<file path="src/rtl/led_pwm_ctrl_if.sv">
// Command port for led_pwm_ctrl: one {led, mode, level} request per valid/ready handshake.
interface led_pwm_ctrl_if;
    logic       cmd_valid;
    logic       cmd_ready;
    logic [1:0] cmd_led;
    logic [1:0] cmd_mode;
    logic [7:0] cmd_level;

    modport master (
        output cmd_valid,
        output cmd_led,
        output cmd_mode,
        output cmd_level,
        input  cmd_ready
    );

    modport slave (
        input  cmd_valid,
        input  cmd_led,
        input  cmd_mode,
        input  cmd_level,
        output cmd_ready
    );
endinterface

</file>
<file path="src/rtl/led_pwm_ctrl.sv">
// Four-LED PWM driver with off/on/blink/breathe modes; commands are queued in a
// single slot and applied only at PWM frame boundaries so outputs never glitch.
module led_pwm_ctrl #(
    parameter int TICK_DIV       = 3125,
    parameter int BLINK_FRAMES   = 125,
    parameter bit LED_ACTIVE_LOW = 1'b0
) (
    input  logic               sys_clk,
    input  logic               rst,
    led_pwm_ctrl_if.slave      cmd,
    output logic               frame_sync,
    output logic [3:0]         led_out
);

    localparam int TICK_W  = (TICK_DIV > 1) ? $clog2(TICK_DIV) : 1;
    localparam int BLINK_W = (BLINK_FRAMES > 1) ? $clog2(BLINK_FRAMES) : 1;
    localparam logic [TICK_W-1:0]  TICK_LAST  = TICK_W'(TICK_DIV - 1);
    localparam logic [BLINK_W-1:0] BLINK_LAST = BLINK_W'(BLINK_FRAMES - 1);

    localparam logic [1:0] MODE_OFF   = 2'd0;
    localparam logic [1:0] MODE_ON    = 2'd1;
    localparam logic [1:0] MODE_BLINK = 2'd2;

    typedef enum logic {ST_IDLE, ST_PEND} cmd_state_t;

    logic [TICK_W-1:0]  tick_cnt_p0;
    logic [7:0]         pwm_cnt_p0;
    logic               tick;
    logic               frame_end;
    logic [BLINK_W-1:0] blink_cnt;
    logic               blink_phase;
    logic [7:0]         bri;
    logic               bri_down;
    logic [1:0]         mode_r  [4];
    logic [7:0]         level_r [4];
    logic [1:0]         pend_led;
    logic [1:0]         pend_mode;
    logic [7:0]         pend_level;
    cmd_state_t         state, state_nxt;
    logic               accept;
    logic               apply;
    logic [3:0]         lit_p0;

    function automatic logic [7:0] sat_min(input logic [7:0] a, input logic [7:0] b);
        return (a < b) ? a : b;
    endfunction

    function automatic logic [7:0] eff_duty(input logic [1:0] mode, input logic [7:0] level,
                                            input logic phase, input logic [7:0] ramp);
        logic [7:0] d;
        d = 8'd0;
        case (mode)
            MODE_OFF:   d = 8'd0;
            MODE_ON:    d = level;
            MODE_BLINK: d = phase ? level : 8'd0;
            default:    d = sat_min(ramp, level);
        endcase
        return d;
    endfunction

    // Full scale is forced on so duty 255 has no one-tick dark gap per frame.
    function automatic logic is_lit(input logic [7:0] duty, input logic [7:0] pwm);
        return (duty == 8'hFF) || (pwm < duty);
    endfunction

    assign tick      = (tick_cnt_p0 == TICK_LAST);
    assign frame_end = tick && (pwm_cnt_p0 == 8'hFF);

    // ---- stage p0: prescaler, PWM counter and shared frame-rate effects ----
    always_ff @(posedge sys_clk or posedge rst) begin
        if (rst) begin
            tick_cnt_p0 <= '0;
            pwm_cnt_p0  <= 8'd0;
            frame_sync  <= 1'b0;
            blink_cnt   <= '0;
            blink_phase <= 1'b0;
            bri         <= 8'd0;
            bri_down    <= 1'b0;
        end else begin
            tick_cnt_p0 <= tick ? '0 : tick_cnt_p0 + TICK_W'(1);
            if (tick)
                pwm_cnt_p0 <= pwm_cnt_p0 + 8'd1;
            frame_sync <= frame_end;
            if (frame_end) begin
                if (blink_cnt == BLINK_LAST) begin
                    blink_cnt   <= '0;
                    blink_phase <= ~blink_phase;
                end else begin
                    blink_cnt <= blink_cnt + BLINK_W'(1);
                end
                // Triangle ramp: the end points are visited once, never repeated.
                if (!bri_down) begin
                    if (bri == 8'hFF) begin
                        bri_down <= 1'b1;
                        bri      <= 8'hFE;
                    end else begin
                        bri <= bri + 8'd1;
                    end
                end else if (bri == 8'd0) begin
                    bri_down <= 1'b0;
                    bri      <= 8'd1;
                end else begin
                    bri <= bri - 8'd1;
                end
            end
        end
    end

    always_ff @(posedge sys_clk or posedge rst) begin
        if (rst) state <= ST_IDLE;
        else     state <= state_nxt;
    end

    always_comb begin
        state_nxt = state;
        case (state)
            ST_IDLE: if (cmd.cmd_valid) state_nxt = ST_PEND;
            ST_PEND: if (frame_end)     state_nxt = ST_IDLE;
            default: state_nxt = ST_IDLE;
        endcase
    end

    // A command accepted on a frame_end cycle lands in IDLE, so it waits a full frame.
    always_comb begin
        cmd.cmd_ready = (state == ST_IDLE);
        accept        = (state == ST_IDLE) && cmd.cmd_valid;
        apply         = (state == ST_PEND) && frame_end;
    end

    always_ff @(posedge sys_clk or posedge rst) begin
        if (rst) begin
            pend_led   <= 2'd0;
            pend_mode  <= MODE_OFF;
            pend_level <= 8'd0;
            for (int i = 0; i < 4; i++) begin
                mode_r[i]  <= MODE_OFF;
                level_r[i] <= 8'd0;
            end
        end else begin
            if (accept) begin
                pend_led   <= cmd.cmd_led;
                pend_mode  <= cmd.cmd_mode;
                pend_level <= cmd.cmd_level;
            end
            if (apply) begin
                mode_r[pend_led]  <= pend_mode;
                level_r[pend_led] <= pend_level;
            end
        end
    end

    always_comb begin
        lit_p0 = 4'b0000;
        for (int i = 0; i < 4; i++)
            lit_p0[i] = is_lit(eff_duty(mode_r[i], level_r[i], blink_phase, bri), pwm_cnt_p0);
    end

    // ---- stage p1: registered LED drive with polarity applied ----
    always_ff @(posedge sys_clk or posedge rst) begin
        if (rst) led_out <= {4{LED_ACTIVE_LOW}};
        else     led_out <= lit_p0 ^ {4{LED_ACTIVE_LOW}};
    end

endmodule

</file>
<file path="src/flat_wrapper.sv">
// flat-port wrapper written by rule: the top's interface ports become plain ports
module led_pwm_ctrl_flat 
#(
    parameter int TICK_DIV       = 3125,
    parameter int BLINK_FRAMES   = 125,
    parameter bit LED_ACTIVE_LOW = 1'b0
)
  (sys_clk, rst, frame_sync, led_out, cmd_cmd_valid, cmd_cmd_led, cmd_cmd_mode, cmd_cmd_level, cmd_cmd_ready);
  led_pwm_ctrl_if cmd_i ();
  input  logic sys_clk;
  input  logic rst;
  output logic frame_sync;
  output logic [3:0] led_out;
  input wire logic [$bits(cmd_i.cmd_valid)-1:0] cmd_cmd_valid;
  input wire logic [$bits(cmd_i.cmd_led)-1:0] cmd_cmd_led;
  input wire logic [$bits(cmd_i.cmd_mode)-1:0] cmd_cmd_mode;
  input wire logic [$bits(cmd_i.cmd_level)-1:0] cmd_cmd_level;
  output wire logic [$bits(cmd_i.cmd_ready)-1:0] cmd_cmd_ready;
  assign cmd_i.cmd_valid = cmd_cmd_valid;
  assign cmd_i.cmd_led = cmd_cmd_led;
  assign cmd_i.cmd_mode = cmd_cmd_mode;
  assign cmd_i.cmd_level = cmd_cmd_level;
  assign cmd_cmd_ready = cmd_i.cmd_ready;
  led_pwm_ctrl #(.TICK_DIV(TICK_DIV), .BLINK_FRAMES(BLINK_FRAMES), .LED_ACTIVE_LOW(LED_ACTIVE_LOW)) u_core (.sys_clk(sys_clk), .rst(rst), .cmd(cmd_i), .frame_sync(frame_sync), .led_out(led_out));
endmodule
</file>
<file path="config.mk">
export PLATFORM = sky130hd
export DESIGN_NAME = led_pwm_ctrl_flat
export DESIGN_NICKNAME = d
export VERILOG_FILES = /design/src/rtl/led_pwm_ctrl_if.sv /design/src/rtl/led_pwm_ctrl.sv /design/src/flat_wrapper.sv
export SDC_FILE = /design/constraint.sdc
export NUM_CORES = 1
export LEC_CHECK = 0
export BUFFER_PORTS_ARGS = -buffer_cell sky130_fd_sc_hd__buf_2
export CAP_MARGIN = 10
export CORE_UTILIZATION = 30
export CTS_BUF_LIST = sky130_fd_sc_hd__clkbuf_2 sky130_fd_sc_hd__clkbuf_4 sky130_fd_sc_hd__clkbuf_8
export DETAILED_ROUTE_END_ITERATION = 6
export PLACE_DENSITY = 0.54
export REMOVE_ABC_BUFFERS = 1
export SKIP_LAST_GASP = 1
export SLEW_MARGIN = 20
export SYNTH_ARGS = -nofsm -noshare
export SYNTH_HDL_FRONTEND = slang
export SYNTH_SLANG_ARGS = --single-unit
</file>
<file path="constraint.sdc">
create_clock -name sys_clk -period 3.75 [get_ports sys_clk]
set_input_delay 0.75 -clock sys_clk [delete_from_list [all_inputs] [get_ports sys_clk]]
set_output_delay 0.75 -clock sys_clk [all_outputs]
set_load 0.005 [all_outputs]
</file>
Word-level counts from Yosys, hierarchy flattened --
Index checks and enable logic that the tools add are counted.
Storage, ports and cells: bits in registers 95, input bits 15, output and inout port bits 6, word-level logic and storage cells 97
Operators by class: add/sub/neg operators 5, magnitude comparators 10, eq/ne operators 16, mux-type cells 29, bitwise gates (word level) 3, reduce and logical (&&, ||, !) cells 14
Operators by type and width (count):
- two-way mux 8 bit | 12
- one-hot mux 8 bit (3 select lines) | 4
- < comparator 8 bit | 8
- equality test 8 bit (second input constant) | 6
- bitwise mux 32 bit | 1
- adder 8 x 1 -> 8 bit (second input constant) | 2
- demux 8 bit (select 2 bit) | 1
- adder 12 x 1 -> 12 bit (second input constant) | 1
- equality test 12 bit (second input constant) | 1
- two-way mux 12 bit | 1
- bitwise mux 8 bit | 1
- equality test 2 x 1 -> 1 bit (second input constant) | 4
- equality test 2 bit (second input constant) | 4
- logical NOT 2 bit | 4
- logical NOT 8 bit | 1
- subtractor 8 x 1 -> 8 bit (second input constant) | 1
- adder 7 x 1 -> 7 bit (second input constant) | 1
- equality test 7 bit (second input constant) | 1
- two-way mux 7 bit | 1
- two-way mux 1 bit | 5
- demux 2 bit (select 2 bit) | 1
- logical AND 1 bit | 4
- logical OR 1 bit | 4
- greater-or-equal comparator 3 bit (second input constant) | 1
- other kinds (6) | 7

Depth between registers and ports, before layout --
Gate-level depths: netlist (run 1).
depth in word-level cells 6, depth in mapped cells 14, mapped depth without buffers 13

Worst setup path before layout (run 1) --
Ideal clock, no wire load.
path type register to register, start point register u_core.bri[1], end point register u_core.led_out[3], setup time 0.087 ns, data arrival time 3.254 ns, data required time 3.663 ns, path slack 0.409 ns, stages on the path, launching flop included 13, path buffers 1, clock period less this slack 3.341 ns, path through dfrtp_1 -> ha_1 -> a2111oi_0 -> o211a_1 -> buf_2 -> mux2_2 -> nand2_1 -> ha_1 -> a21o_1 -> a2111oi_0 -> nand2_1 -> mux2_2 -> o211ai_1
On the way: cells in the longest elaborated chain, start to end 5, elaborated cells on any way between the ends 6, classes of those cells order compare (2); eq/ne (1); mux (2); reduce/logical (1)
RTL lines:
- start: declaration | line led_pwm_ctrl.sv:32 | logic [7:0] bri;
- start signal: assignment | line led_pwm_ctrl.sv:97 | bri <= bri + 8'd1;
- start signal: assignment | line led_pwm_ctrl.sv:103 | bri <= bri - 8'd1;
- < comparator 8 bit | line led_pwm_ctrl.sv:45 | return (a < b) ? a : b;
- two-way mux 8 bit (*) | line led_pwm_ctrl.sv:45
- one-hot mux 8 bit (3 select lines) (*) | line led_pwm_ctrl.sv:52 | case (mode)
- < comparator 8 bit / equality test 8 bit (equally long branches) | line led_pwm_ctrl.sv:63 | return (duty == 8'hFF) || (pwm < duty);
- logical OR 1 bit (*) | line led_pwm_ctrl.sv:63
- named net u_core.lit_p0[3] | line led_pwm_ctrl.sv:42 | logic [3:0] lit_p0;
- end signal: assignment | line led_pwm_ctrl.sv:160 | if (rst) led_out <= {4{LED_ACTIVE_LOW}};
- end signal: assignment | line led_pwm_ctrl.sv:161 | else led_out <= lit_p0 ^ {4{LED_ACTIVE_LOW}};
- end: declaration | line led_pwm_ctrl.sv:12 | output logic [3:0] led_out
The timed path passes the listed nets; every way through them passes the cells marked *. A chain may end at the register's enable or synchronous reset.

Worst setup path in the final report (run 1) --
start point register u_core.bri[5], end point register u_core.led_out[3]
The elaborated chain is that of the path after synthesis.

==> results.cfg, run 1 <==
[run_status]
status = finished clean

[synth]
async_flop_share_pct = 100.0
yosys_most_used_dff = dfrtp_1
ys_warn_count = 0
yosys-top-cells-area = dfrtp_1 (38%), ha_1 (13%), mux2_2 (11%)
synth_edf_count = 0
synthCells = 616
yosysSeqAreaShare_pct = 38.40
synth_top_area_share_pct = 38.40
synth_area_per_cell_um2 = 10.05
synthDistinctLibCells = 61
syn_area_um2 = 6191
yosys.area.top_type = dfrtp_1
ys_ff_latch = 95

[placed_design]
gp_congestion = 0.8499
post-dp-hpwl_um = 11970
portBuffers = 20
dp.cells = 907

[floorplanning]
start_util_pct = 30.60
fp.dieW_um = 145.7
rows = 52
die_h_um = 145.7
core_area_um2 = 20230
dieArea_um2 = 21220
pin_count = 21

[routing]
drt_iter0_drc = 293
drtPass1Iterations = 5
dr_total_vias = 4772
drt-total-wl_um = 16550
drc = 0
ant_nets = 0
post_drt_wl_per_cell_um = 17.93
vias_per_cell = 5.170

[sta]
setup_viol = 0
hold_viol_final = 0
setup_tns_ps = 0
tightest_slew_ps = 715.4
fin_crit_sh_pct = 91.71
slew_viol_final = 0
rsz0062_at_grt = no
slew_headroom_pct = 51.95
fin_crit_ps = 3439
fmax_mhz = 290.8
finalClockSkew_ps = 13.26

[cells_and_area]
final_cell_mix = dfrtp_1 (95), nand2_1 (68), mux2_2 (63), ha_1 (63)
fill_cells = 2075
insertedDiodeCount = 0
syn_to_final_growth_pct = 11.18
finalNonFillerCells = 923
layout-drive-gt1-share_pct = 20.37
nNetsFinal = 726
final_common_cell = dfrtp_1
regArea_um2 = 2377
multi_input_area_um2 = 3583

[grt]
grt.total_usage_pct = 16.22
grt_pass1_vias = 4538
grt_max_degree = 96
antenna_found_initial = 0
grt_first_pass_wirelength_um = 26140
grt_overflow = 0

[pwr]
power_frac_seq_pct = 61.4
vdd_drop_max_v = 0.0002836
clockPowerShare_pct = 34.0
comb_power_share_pct = 4.6
p_int_w = 0.001402
powerDensity_nw_per_um2 = 281.1
p_sw_share_pct = 27.54
leakage_nw = 3.148
p_switching_w = 0.0005328

[setup_path]
slowest_delay_ps = 530
cp_cell_sequence = ha_1 -> and4_1 -> o21ai_0 -> o211a_1 -> buf_4 -> mux2_2 -> nand2_1 -> ha_1 -> or2_2 -> a2111oi_0 -> nand2_1 -> mux2_2 -> o211ai_1
cp-start-kind = register
worstPathMaxFanout = 9
cp_top_family = compound AO/OA/AOI/OAI gates
crit_required_ps = 4050
arrival_ps = 3740
cpMaxStageDelayCell = dfrtp_1
worst-path-buf-inv = 1
endpoint_kind = register
path_class = register to register
r2r-start = u_core.bri[5]
r2r_end = u_core.led_out[3]
rrSetupSlack_ps = 310
rr_worst_depth = 13

[cts]
path_clk_slew_ps = 100
ctsHoldBuffers = 0
cts_resized = 0
numCtsBuffers = 9
clockRootBuffer = clkbuf_8
post_cts_buffers = 0
cts_tree = yes
clock_path_buffers = 2
cts-htree-levels = 3
insertion_delay_ps = 380
clkSinkCount = 95

[hold_path]
hp-class = input port to async pin

[flow_run]
drv_cap = 0
==> routing by layer <==
layer	part of all wire (%)	wire (µm)	track usage, %
met1	52	8641	24.45
met5	0	0	0
met2	42	6882	23.44
met4	2.0	330	5.000
met3	4.2	693	2.696
==> logic make-up after synthesis <==
| logic type | after synthesis | share of synthesized area (%) |
|---|---|---|
| and+or+nand+nor | 191 | 16.15 |
| buffers and inverters | 57 | 3.719 |
| AOI/OAI and AO/OA | 105 | 11.22 |
| adders and majority gates | 63 | 12.73 |
| muxes | 82 | 14.53 |
| DFF | 95 | 38.40 |
| xor gates and xnor gates | 23 | 3.254 |
==> Yosys cell counts (all sizes together) (2+ instances only) <==
cell,count
and2,4
dfrtp,95
buf,6
nor2,41
or2,2
a211oi,4
o22a,2
nor3,13
o221ai,2
nand2,69
a21o,11
nand4,18
a21oi,21
inv,40
o2bb2ai,2
mux2i,19
nand2b,4
o21ai,29
xnor2,13
and4,3
a2111oi,3
nor2b,3
o211ai,5
xor2,10
and3,8
ha,63
or4,2
a31oi,7
clkbuf,11
mux2,63
o2111ai,4
a211o,3
nor3b,3
o211a,2
a41oi,2
nor4b,2
nand3,13
==> state kept, by name, indices dropped and copies added, names as in the netlist <==
name	cells
u_core.blink_cnt	7
u_core.blink_phase	1
u_core.bri	8
u_core.bri_down	1
u_core.frame_sync	1
u_core.led_out	4
u_core.level_r	32
u_core.mode_r	8
u_core.pend_led	2
u_core.pend_level	8
u_core.pend_mode	2
u_core.pwm_cnt_p0	8
u_core.state	1
u_core.tick_cnt_p0	12
==> stage by stage <==
| stage | util, % | cell area, µm² | worst slack, ps | hold WS (ps) | total power, W |
|---|---|---|---|---|---|
| global route | 34.02 | 6883 | 23.47 | 501.2 | 0.002015 |
| detailed placement | 33.11 | 6699 | 347.6 | 473.5 | 0.001303 |
| CTS | 34.02 | 6883 | 314.2 | 486.6 | 0.001971 |
| floorplan | - | 6111 | 385.0 | 446.6 | 0.001206 |
| finish | 34.02 | 6883 | 310.8 | 449.6 | 0.001935 |
| global placement | 33.11 | 6699 | 371.3 | 475.5 | 0.001303 |
==> power groups by stage <==
stage	Combinational, W	Clock (W)	Sequential [W]
2_1_floorplan	0.0000688	0	0.00114
3_3_place_gp	0.0000911	0	0.00121
3_5_place_dp	0.0000922	0	0.00121
4_1_cts	0.0000925	0.000688	0.00119
5_1_grt	0.000101	0.000715	0.00120
6_report	0.0000889	0.000658	0.00119
==> worst min-delay path: stages <==
cell	delay [ps]
buf_2	110
inv_4	50
buf_12	370
==> worst max-delay path by stage <==
| stage | slack, ps | cells past startpoint | to | start |
|---|---|---|---|---|
| floorplan | 390 | 11 | u_core.led_out[3] | u_core.bri[1] |
| global placement | 370 | 13 | u_core.led_out[3] | u_core.bri[5] |
| detailed placement | 350 | 13 | u_core.led_out[3] | u_core.bri[5] |
| CTS | 310 | 12 | u_core.led_out[0] | u_core.level_r[25] |
| global route | 20 | 12 | u_core.led_out[0] | u_core.level_r[25] |
| finish | 310 | 13 | u_core.led_out[3] | u_core.bri[5] |
==> cell type report <==
cell class | count | share of cell area, %
Clock inverter | 4 | 0.4545
Clock buffer | 12 | 2.218
Multi-Input combinational cell | 464 | 52.06
Inverter | 40 | 2.218
Tap cell | 270 | 4.908
Sequential cell | 95 | 34.54
Timing Repair Buffer | 38 | 3.599
(Power assumes the default switching activity.)
==> run 2: changes to the inputs <==
--- a/config.mk
+++ b/config.mk
@@ -10,7 +10,6 @@
 export CORE_UTILIZATION = 30
 export CTS_BUF_LIST = sky130_fd_sc_hd__clkbuf_2 sky130_fd_sc_hd__clkbuf_4 sky130_fd_sc_hd__clkbuf_8
 export DETAILED_ROUTE_END_ITERATION = 6
-export PLACE_DENSITY = 0.54
 export REMOVE_ABC_BUFFERS = 1
 export SKIP_LAST_GASP = 1
 export SLEW_MARGIN = 20
==> run 2 against run 1 <==
Against the previous run: global-route usage down 0.44 points; critical path type unchanged; clock skew up 1.6 ps; critical endpoint unchanged; register-to-register slack better by 30 ps.
==> results.cfg, run 2 (synthesized netlist as in run 1, its figures left out) <==
[pwr]
vdd_drop_max_v = 0.0002800
powerDensity_nw_per_um2 = 288.9
power_w = 0.001989
leakage_nw = 3.158

[setup_path]
path_class = register to register
cp-start-kind = register
arrival_ps = 3720
worstPathMaxFanout = 7
crit_required_ps = 4060
endpoint_kind = register

[cells_and_area]
largest_reg_flops = 32
final_cell_mix = dfrtp_1 (95), nand2_1 (68), mux2_2 (63), ha_1 (63)
top_regs = u_core.level_r: 32 flops, u_core.tick_cnt_p0: 12 flops
nNetsFinal = 724
syn_to_final_growth_pct = 11.22
final_area_um2 = 6885
layout-drive-gt1-share_pct = 19.97
largest_register = u_core.level_r
final_common_cell = dfrtp_1
insertedDiodeCount = 0

[grt]
antenna_found_initial = 0
grt.total_usage_pct = 15.78
grt_first_pass_wirelength_um = 25630
grt_max_degree = 96
grt_pass1_vias = 4494
grt_overflow = 0

[floorplanning]
dieArea_um2 = 21220
pin_count = 21
rows = 52
start_util_pct = 30.60
core_area_um2 = 20230
fp.dieW_um = 145.7
die_h_um = 145.7

[placed_design]
portBuffers = 20
placed_cell_area_um2 = 6684
post-dp-hpwl_um = 11490
place_ws_ps = 345.6
gp_congestion = 0.8566

[sta]
setup_tns_ps = 0
fin_crit_sh_pct = 90.79
fmax_mhz = 293.7
fin_crit_ps = 3405
tightest_slew_ps = 813.8
finalClockSkew_ps = 14.88
fin_ws_ps = 345.3
hold_viol_final = 0
rsz0062_at_grt = no
setup_viol = 0
whs_ps = 449.5
slew_headroom_pct = 44.98
slew_viol_final = 0

[cts]
numCtsBuffers = 9
post_cts_buffers = 0
ctsHoldBuffers = 0
clkSinkCount = 95
clockRootBuffer = clkbuf_8
cts_tree = yes
clock_path_buffers = 2
cts-htree-levels = 3
path_clk_slew_ps = 100
insertion_delay_ps = 390
cts_resized = 0

[routing]
dr_wl_met2_um = 7005
met1_length_um = 8045
drtPass1Iterations = 4
dr_total_vias = 4802
dr_wl_met3_um = 681
vias_per_cell = 5.214
drt_iter0_drc = 348
drt-total-wl_um = 15920
ant_nets = 0
dr.max_layer_used = met4
post_drt_wl_per_cell_um = 17.29
drc = 0

[flow_run]
drv_cap = 0

[run_status]
status = finished clean

[hold_path]
hp-class = input port to async pin
[run 2: changes by cell type in the layout (fill, tap and decap cells not counted)]
cell and delta:
buf_4 -2, a2111oi_0 -1, a2111oi_1 +1, bufinv_16 +1, clkbuf_4 +1, clkbuf_8 -1, clkinv_4 -1, clkinvlp_4 -1
inv_6 +1, o211a_1 +1, o211a_2 -1
[run 2: final timing paths]
path                                         end  cells after the start  slack (ps)                   from
max                            u_core.led_out[3]                     12         350      u_core.level_r[1]
min                        u_core.tick_cnt_p0[3]                      3         450                    rst
max reg2reg                    u_core.led_out[3]                     12         350      u_core.level_r[1]
min reg2reg                u_core.tick_cnt_p0[0]                      1         490  u_core.tick_cnt_p0[0]
max in group asynchronous     u_core.level_r[28]                      3        2840                    rst
min in group sys_clk       u_core.tick_cnt_p0[0]                      1         490  u_core.tick_cnt_p0[0]
[run 2: layout make-up]
class / count / area [µm²]
well taps: 270 / 337.8
clock buffers: 12 / 146.4
multi-input cells: 464 / 3585
repair buffers: 36 / 232.7
inverters: 40 / 152.6
fillers: 2066 / 13350
flip-flops and latches: 95 / 2377
clock inverters: 4 / 53.80
[run 2: power breakdown]
group | leakage, nW | switching (W) | internal, W
Combinational | 1.78 | 0.0000372 | 0.0000522
Sequential | 1.28 | 0.000109 | 0.00107
Clock | 0.0975 | 0.000383 | 0.000334
Total | 3.16 | 0.000529 | 0.00146
[run 2: worst max-delay path, stage by stage, from the launching register on]
cell,delay [ps]
dfrtp_1,380
inv_1,70
ha_1,280
a2111oi_0,410
o211a_1,380
mux2_2,370
nand2_1,70
ha_1,230
a21o_1,170
a2111oi_1,450
nand2_1,100
mux2_2,270
o211ai_1,150
[run 2: through the flow]
step	utilization, %	std cells
finish	34.03	921
global route	34.03	921
CTS	34.02	921
detailed placement	33.03	905
global placement	33.03	905
floorplan	-	599
[run 2: routing by layer]
| metal | vias to the layer above | global-route usage, % |
|---|---|---|
| met5 | - | 0 |
| met4 | 0 | 3.684 |
| met1 | 2396 | 23.52 |
| met3 | 16 | 3.009 |
| li1 | 2286 | - |
| met2 | 104 | 23.39 |
